**config.mk**
```make
export PLATFORM = sky130hd
export DESIGN_NAME = multicycle_control_fsm
export DESIGN_NICKNAME = d
export VERILOG_FILES = /design/src/rtl/multicycle_control_fsm.sv
export SDC_FILE = /design/constraint.sdc
export NUM_CORES = 1
export LEC_CHECK = 0
export CORE_AREA = 2 2 47 49
export CTS_BUF_LIST = sky130_fd_sc_hd__clkbuf_4
export CTS_CLUSTER_SIZE = 24
export DETAILED_ROUTE_END_ITERATION = 7
export DIE_AREA = 0 0 49 51
export PLACE_DENSITY_LB_ADDON = 0.12
export SETUP_SLACK_MARGIN = 0.2
export SYNTH_ARGS = -nofsm -noshare
export SYNTH_HDL_FRONTEND = slang
export SYNTH_SLANG_ARGS = --single-unit
```
**constraint.sdc**
```tcl
create_clock -name clk -period 3.6 [get_ports clk]
set_clock_uncertainty 0.15 [all_clocks]
set_input_delay 0.72 -clock clk [delete_from_list [all_inputs] [get_ports clk]]
set_output_delay 0.72 -clock clk [all_outputs]
set_load 0.1 [all_outputs]
```
**src/rtl/multicycle_control_fsm.sv**
```systemverilog
// Multicycle ARM control unit: sequences fetch/decode/execute steps over a
// shared memory and single ALU, holds NZCV and the per-instruction condition.
module multicycle_control_fsm #(
    parameter int unsigned NUM_STATES = 10
) (
    input  logic       clk,
    input  logic       reset,
    input  logic [1:0] Op,
    input  logic [5:0] Funct,
    input  logic [3:0] Rd,
    input  logic [3:0] Cond,
    input  logic [3:0] ALUFlags,
    output logic       PCWrite,
    output logic       IRWrite,
    output logic       MemWrite,
    output logic       RegWrite,
    output logic       AdrSrc,
    output logic       ALUSrcA,
    output logic [1:0] ALUSrcB,
    output logic [1:0] ResultSrc,
    output logic [1:0] ALUControl,
    output logic [1:0] ImmSrc,
    output logic [1:0] RegSrc,
    output logic [3:0] State
);

    localparam int unsigned StateW = $clog2(NUM_STATES);

    typedef enum logic [StateW-1:0] {
        StFetch  = 4'd0,
        StDecode = 4'd1,
        StMemAdr = 4'd2,
        StMemRd  = 4'd3,
        StMemWb  = 4'd4,
        StMemWr  = 4'd5,
        StExecR  = 4'd6,
        StExecI  = 4'd7,
        StAluWb  = 4'd8,
        StBranch = 4'd9
    } state_t;

    state_t     state_q, state_d;
    logic [3:0] flags_q;
    logic       cond_ex_q;

    logic [3:0] cmd;
    logic       is_add, is_sub, is_and, is_orr, is_cmp, is_known;
    logic [1:0] flag_w;
    logic [1:0] alu_dec;
    logic       cond_met;
    logic       rd_is_pc;
    logic       n_f, z_f, c_f, v_f;

    assign cmd      = Funct[4:1];
    assign is_add   = (cmd == 4'b0100);
    assign is_sub   = (cmd == 4'b0010);
    assign is_and   = (cmd == 4'b0000);
    assign is_orr   = (cmd == 4'b1100);
    assign is_cmp   = (cmd == 4'b1010);
    assign is_known = is_add | is_sub | is_and | is_orr | is_cmp;
    assign rd_is_pc = (Rd == 4'd15);

    // Unrecognised cmds act as ADD and never touch the flags; CMP always sets NZCV.
    assign flag_w[1] = (Funct[0] & is_known) | is_cmp;
    assign flag_w[0] = (Funct[0] & (is_add | is_sub | is_cmp)) | is_cmp;

    assign {n_f, z_f, c_f, v_f} = flags_q;

    // ALU operation decoded from cmd for the execute states.
    always_comb begin
        alu_dec = 2'b00;
        if (is_sub || is_cmp) alu_dec = 2'b01;
        else if (is_and)      alu_dec = 2'b10;
        else if (is_orr)      alu_dec = 2'b11;
    end

    // Condition check against the stored flags; 1110 and 1111 both mean always.
    always_comb begin
        cond_met = 1'b1;
        case (Cond)
            4'b0000: cond_met = z_f;
            4'b0001: cond_met = ~z_f;
            4'b0010: cond_met = c_f;
            4'b0011: cond_met = ~c_f;
            4'b0100: cond_met = n_f;
            4'b0101: cond_met = ~n_f;
            4'b0110: cond_met = v_f;
            4'b0111: cond_met = ~v_f;
            4'b1000: cond_met = c_f & ~z_f;
            4'b1001: cond_met = ~c_f | z_f;
            4'b1010: cond_met = (n_f == v_f);
            4'b1011: cond_met = (n_f != v_f);
            4'b1100: cond_met = ~z_f & (n_f == v_f);
            4'b1101: cond_met = z_f | (n_f != v_f);
            default: cond_met = 1'b1;
        endcase
    end

    // Next-state selection.
    always_comb begin
        state_d = StFetch;
        unique case (state_q)
            StFetch:  state_d = StDecode;
            StDecode: begin
                unique case (Op)
                    2'b01:   state_d = StMemAdr;
                    2'b00:   state_d = Funct[5] ? StExecI : StExecR;
                    2'b10:   state_d = StBranch;
                    default: state_d = StFetch;
                endcase
            end
            StMemAdr: state_d = Funct[0] ? StMemRd : StMemWr;
            StMemRd:  state_d = StMemWb;
            StExecR:  state_d = StAluWb;
            StExecI:  state_d = StAluWb;
            default:  state_d = StFetch;
        endcase
    end

    // State, flag register and latched condition result.
    always_ff @(posedge clk or posedge reset) begin
        if (reset) begin
            state_q   <= StFetch;
            flags_q   <= 4'b0000;
            cond_ex_q <= 1'b0;
        end else begin
            state_q <= state_d;
            if (state_q == StDecode) cond_ex_q <= cond_met;
            if ((state_q == StExecR || state_q == StExecI) && cond_ex_q) begin
                if (flag_w[1]) flags_q[3:2] <= ALUFlags[3:2];
                if (flag_w[0]) flags_q[1:0] <= ALUFlags[1:0];
            end
        end
    end

    // Per-state datapath controls; write enables of conditional steps gated by cond_ex_q.
    always_comb begin
        PCWrite    = 1'b0;
        IRWrite    = 1'b0;
        MemWrite   = 1'b0;
        RegWrite   = 1'b0;
        AdrSrc     = 1'b0;
        ALUSrcA    = 1'b0;
        ALUSrcB    = 2'b00;
        ResultSrc  = 2'b00;
        ALUControl = 2'b00;
        unique case (state_q)
            StFetch: begin
                IRWrite   = 1'b1;
                ALUSrcA   = 1'b1;
                ALUSrcB   = 2'b10;
                ResultSrc = 2'b10;
                PCWrite   = 1'b1;
            end
            StDecode: begin
                ALUSrcA = 1'b1;
                ALUSrcB = 2'b10;
            end
            StMemAdr: ALUSrcB = 2'b01;
            StMemRd:  AdrSrc = 1'b1;
            StMemWb: begin
                ResultSrc = 2'b01;
                PCWrite   = rd_is_pc & cond_ex_q;
                RegWrite  = ~rd_is_pc & cond_ex_q;
            end
            StMemWr: begin
                AdrSrc   = 1'b1;
                MemWrite = cond_ex_q;
            end
            StExecR: ALUControl = alu_dec;
            StExecI: begin
                ALUSrcB    = 2'b01;
                ALUControl = alu_dec;
            end
            StAluWb: begin
                RegWrite = cond_ex_q & ~is_cmp & ~rd_is_pc;
                PCWrite  = cond_ex_q & ~is_cmp & rd_is_pc;
            end
            StBranch: begin
                ALUSrcB   = 2'b01;
                ResultSrc = 2'b10;
                PCWrite   = cond_ex_q;
            end
            default: ;
        endcase
    end

    assign ImmSrc = Op;
    assign RegSrc = {(Op == 2'b01), (Op == 2'b10)};
    assign State  = state_q;

endmodule

```
Word level (Yosys, flattened, before mapping)
Cells that the tools add are included.
{"block": "classes", "eq_ne": 31, "muxes": 17, "bitwise_logic": 24, "reduce_logical": 14}
{"op": "$eq 4x4->1 const B", "n": 11}
{"op": "$eq 4x3->1 const B", "n": 9}
{"op": "$eq 4x2->1 const B", "n": 5}
{"op": "$pmux 4 s5", "n": 1}
{"op": "$pmux 1 s14", "n": 1}
{"op": "$logic_not 4->1", "n": 3}
{"op": "$pmux 4 s3", "n": 1}
{"op": "$and 1x1->1", "n": 9}
{"op": "$or 1x1->1", "n": 9}
{"op": "$eq 4x1->1 const B", "n": 2}
{"op": "$mux 2", "n": 4}
{"op": "$pmux 2 s2", "n": 2}
{"op": "$reduce_or 2->1", "n": 4}
{"op": "$not 1->1", "n": 6}
{"op": "$mux 1", "n": 5}
{"op": "$pmux 1 s4", "n": 1}
{"op": "$reduce_and 2->1", "n": 2}
{"op": "$mux 3", "n": 1}
{"op": "$reduce_or 3->1", "n": 1}
{"op": "$eq 2x1->1 const B", "n": 1}
{"op": "$eq 2x2->1 const B", "n": 1}
{"op": "$logic_not 2->1", "n": 1}
{"op": "$logic_or 1x1->1", "n": 2}
{"op": "$pmux 1 s2", "n": 1}
{"op": "other kinds (3)", "n": 3}
{"block": "totals", "reg_bits": 9, "input_bits": 22, "elab_cells": 90}

Longest topological paths before layout
{"block": "depth", "ltp_word": 8, "mapped_depth": 6, "depth_no_buf": 5}

Worst setup path after synthesis
OpenSTA, ideal clock, no wires.
{"block": "synth_timing", "path_kind": "register to output", "from": "register state_q[3], in the netlist State[3]", "to": "output PCWrite", "arrival_ps": 3775, "path_slack_ps": -1045, "stages_incl_launch_ff": 6, "n_path_buf": 1, "path_cell_list": "dfrtp_1 > buf_6 > or2b_1 > o21ai_0 > nand4_1 > o21ai_0"}
{"block": "synth_between", "elab_chain_len": 2}
{"element": "start, declared", "line_no": "42", "rtl": "state_t state_q, state_d;"}
{"element": "start signal, assigned", "line_no": "123", "rtl": "state_q <= StFetch;"}
{"element": "start signal, assigned", "line_no": "127", "rtl": "state_q <= state_d;"}
{"element": "$eq 4x4->1, or another cell as far along", "line_no": "147", "rtl": "unique case (state_q)"}
{"element": "$pmux 1 s4 (*)", "line_no": "147"}
{"element": "end, declared", "line_no": "13", "rtl": "output logic PCWrite,"}
Every way passes the cells marked *; elsewhere a longest branch is shown, timed or not.

Worst setup path in the final report
{"block": "layout_timing", "from": "input Funct[3]", "to": "output PCWrite"}
{"block": "layout_between", "elab_chain_len": 5}
{"element": "start, declared", "line_no": "9", "rtl": "input logic [5:0] Funct,"}
{"element": "$eq 4x4->1", "line_no": "59", "rtl": "assign is_cmp = (cmd == 4'b1010);"}
{"element": "$not 1->1", "line_no": "177", "rtl": "PCWrite = cond_ex_q & ~is_cmp & rd_is_pc;"}
{"element": "$and 1x1->1 (2 in a row)", "line_no": "177"}
{"element": "$pmux 1 s4", "line_no": "147"}
Every way passes these cells.

==> results.sh <==
export IMPL_outcome="complete, no violations"
export IMPL_place_congestion=0.785
export IMPL_worstMarginPinSlew_ps=522
export IMPL_grt_max_degree=14
export IMPL_slowest_delay_ps=600
export IMPL_max_cap_violations=0
export IMPL_dp_hpwl_mm=1.51
export IMPL_cp_max_fo=6
export IMPL_rsz0062_at_grt="no"
export IMPL_die_area_um2=2500
export IMPL_drc_errors=0
export IMPL_grt_pass1_vias=790
export IMPL_nets=158
export IMPL_critical_path_startpoint="Funct[3]"
export IMPL_path_cells="clkdlybuf4s50_1, nand3b_1, nor2_1, o21ai_0, nand4_1, o21ai_1, buf_12"
export IMPL_cp_depth=7
export IMPL_r2r_slack_ps=1040
export IMPL_cts_resized=0
export IMPL_fin_hold_ws_ps=380
export IMPL_fill_cells=191
export IMPL_clk_path_buf_depth=2
export IMPL_drt_iter0_drc=7
export IMPL_htreeDepth=1
export IMPL_fin_crit_sh=0.872
export IMPL_n_antenna_cell=0
export IMPL_vias=825
export IMPL_worstPathRequired_ps=2730
export IMPL_fin_util=0.623
export IMPL_cts_made_buffers=3
export IMPL_path_buf_inv=2
export IMPL_cts_setup_buffers=0
export IMPL_synth_cell_type_count=33
export IMPL_crit_type="input port to output port"
export IMPL_rows=17
export IMPL_synth_top_area_share=0.282
export IMPL_port_buffers=41
export IMPL_setup_tns_ps=0
export IMPL_ant_nets=0
export IMPL_grt_overflow=0
export IMPL_worstReg2RegEnd="flags_q[2]"
export IMPL_hold_violations=0
export IMPL_postSynth_asyncResetShare=1.00
export IMPL_fmax_ghz=0.318
export IMPL_yosysTopAreaCell="dfrtp_1"
export IMPL_viasPerCell=5.06
export IMPL_path_clk_slew_ps=70
export IMPL_hold_buffers=0
export IMPL_start_util=0.387
export IMPL_clk_latency_ps=260
export IMPL_cts_sinks=9
export IMPL_slew_violations=0
export IMPL_worst_slack_ps=460
export IMPL_antenna_found_initial=0
export IMPL_synth_edf_count=0
export IMPL_hp_class="register to register"
export IMPL_wl_per_cell_um=11.3
export IMPL_yosysWarnings=0
export IMPL_cp_endpoint="PCWrite"
export IMPL_cp_start_kind="input port"
export IMPL_yosys_top_cells_count="11 x nor2_1, 9 x dfrtp_1, 8 x o21ai_0"
export IMPL_cts_root_buf="clkbuf_4"
export IMPL_ys_seq_area_frac=0.282
export IMPL_postSynthAreaPerCell_um2=8.23
export IMPL_critPathSlowestCell="clkdlybuf4s50_1"
export IMPL_io_pins=42
export IMPL_postSynthCellCount=97
export IMPL_setup_viol_count_final=0
export IMPL_slew_limit_headroom=0.652
export IMPL_drive_gt1_frac=0.296
export IMPL_track_usage=0.170
export IMPL_synth_area_um2=798
export IMPL_endpoint_kind="output port"
export IMPL_coreArea_um2=2060
export IMPL_min_period_ps=3140
export IMPL_die_h_um=51
export IMPL_area_growth_syn_to_layout_pct=61.0
export IMPL_crit_family="buffers and inverters"
export IMPL_cts_tree="yes"
export IMPL_synth_nets=119
export IMPL_reg2reg_from="State[1]"
export IMPL_routed_wl_mm=1.85
export IMPL_synth_area_leaders="dfrtp_1 28%, nor2_1 5.2%, o21ai_0 5.0%, nor2b_1 4.7%, a21oi_1 4.4%"
export IMPL_rr_worst_depth=5
export IMPL_grt_pass1_wl_mm=3.35
export IMPL_synth_seq_cells=9
export IMPL_yosysMostFrequentCell="nor2_1"
export IMPL_synth_ff_type="dfrtp_1"
export IMPL_arrival_ps=2270
export IMPL_first_pass_iters=4
export IMPL_dieWidth_um=49
export IMPL_pre_cts_ws_ps=452
[flip-flops by register name (all words and copies together) (netlist names)]
register	count
State	4
cond_ex_q	1
flags_q	4
[kinds of logic after synthesis]
kind of cell	after synthesis	share of synthesized area
flip-flops	9	0.282
XOR/XNOR	7	0.0768
AO/OA/AOI/OAI	22	0.187
multiplexers	7	0.0940
AND/OR/NAND/NOR	40	0.281
buffers and inverters	12	0.0799
[cells in the final DEF (no fill, tap or decap), drive strengths merged]
master         netlist  layout
nor3b                2       2
inv                  5       5
nand4                2       2
a31oi                2       2
nand2b               2       2
or2                  2       2
dfrtp                9       9
or2b                 1       1
mux2                 4       4
buf                  4      20
clkbuf               3       3
a2111oi              1       1
nor2b                6       6
clkinv               0       1
o211ai               1       1
clkdlybuf4s50        0      21
nand3                2       2
or3                  2       2
nand2                4       4
nor3                 5       5
a211o                1       1
mux2i                3       3
xnor2                3       3
a21oi                7       7
xor2                 4       4
nor2                11      11
o32ai                1       1
nand3b               1       1
a41oi                1       1
o21ai                8       8
[through the flow]
stage / cell area, µm² / cells
3_5_place_dp: 1260 / 159
2_1_floorplan: 857 / 97
4_1_cts: 1280 / 163
3_3_place_gp: 1260 / 159
5_1_grt: 1280 / 163
6_report: 1280 / 163
[layer usage]
layer / GRT usage / share of wire / up-vias
met3: 0.0585 / 0.074 / 2
met4: 0.0429 / 0.0043 / 0
li1: - / - / 415
met2: 0.313 / 0.52 / 28
met5: 0 / 0 / -
met1: 0.188 / 0.40 / 380
[layout make-up]
cell class                 count  area [µm²]  area share
sequential                     9         225       0.175
multi-input combinational     76         568       0.442
timing repair buffer          41         410       0.319
inverter                       5        18.8      0.0146
clock buffer                   3        22.5      0.0175
tap                           28        35.0      0.0273
clock inverter                 1        5.00     0.00389
[worst min path at each step]
| stage | from | endpoint | cells after the start |
|---|---|---|---|
| 2_1_floorplan | flags_q[2] | flags_q[2] | 1 |
| 3_3_place_gp | flags_q[3] | flags_q[3] | 1 |
| 3_5_place_dp | flags_q[3] | flags_q[3] | 1 |
| 4_1_cts | flags_q[3] | flags_q[3] | 1 |
| 5_1_grt | flags_q[3] | flags_q[3] | 1 |
| 6_report | flags_q[3] | flags_q[3] | 1 |
Power is not shown: default switching activity piles up to over one toggle a cycle in this logic, so the estimate is an artifact.
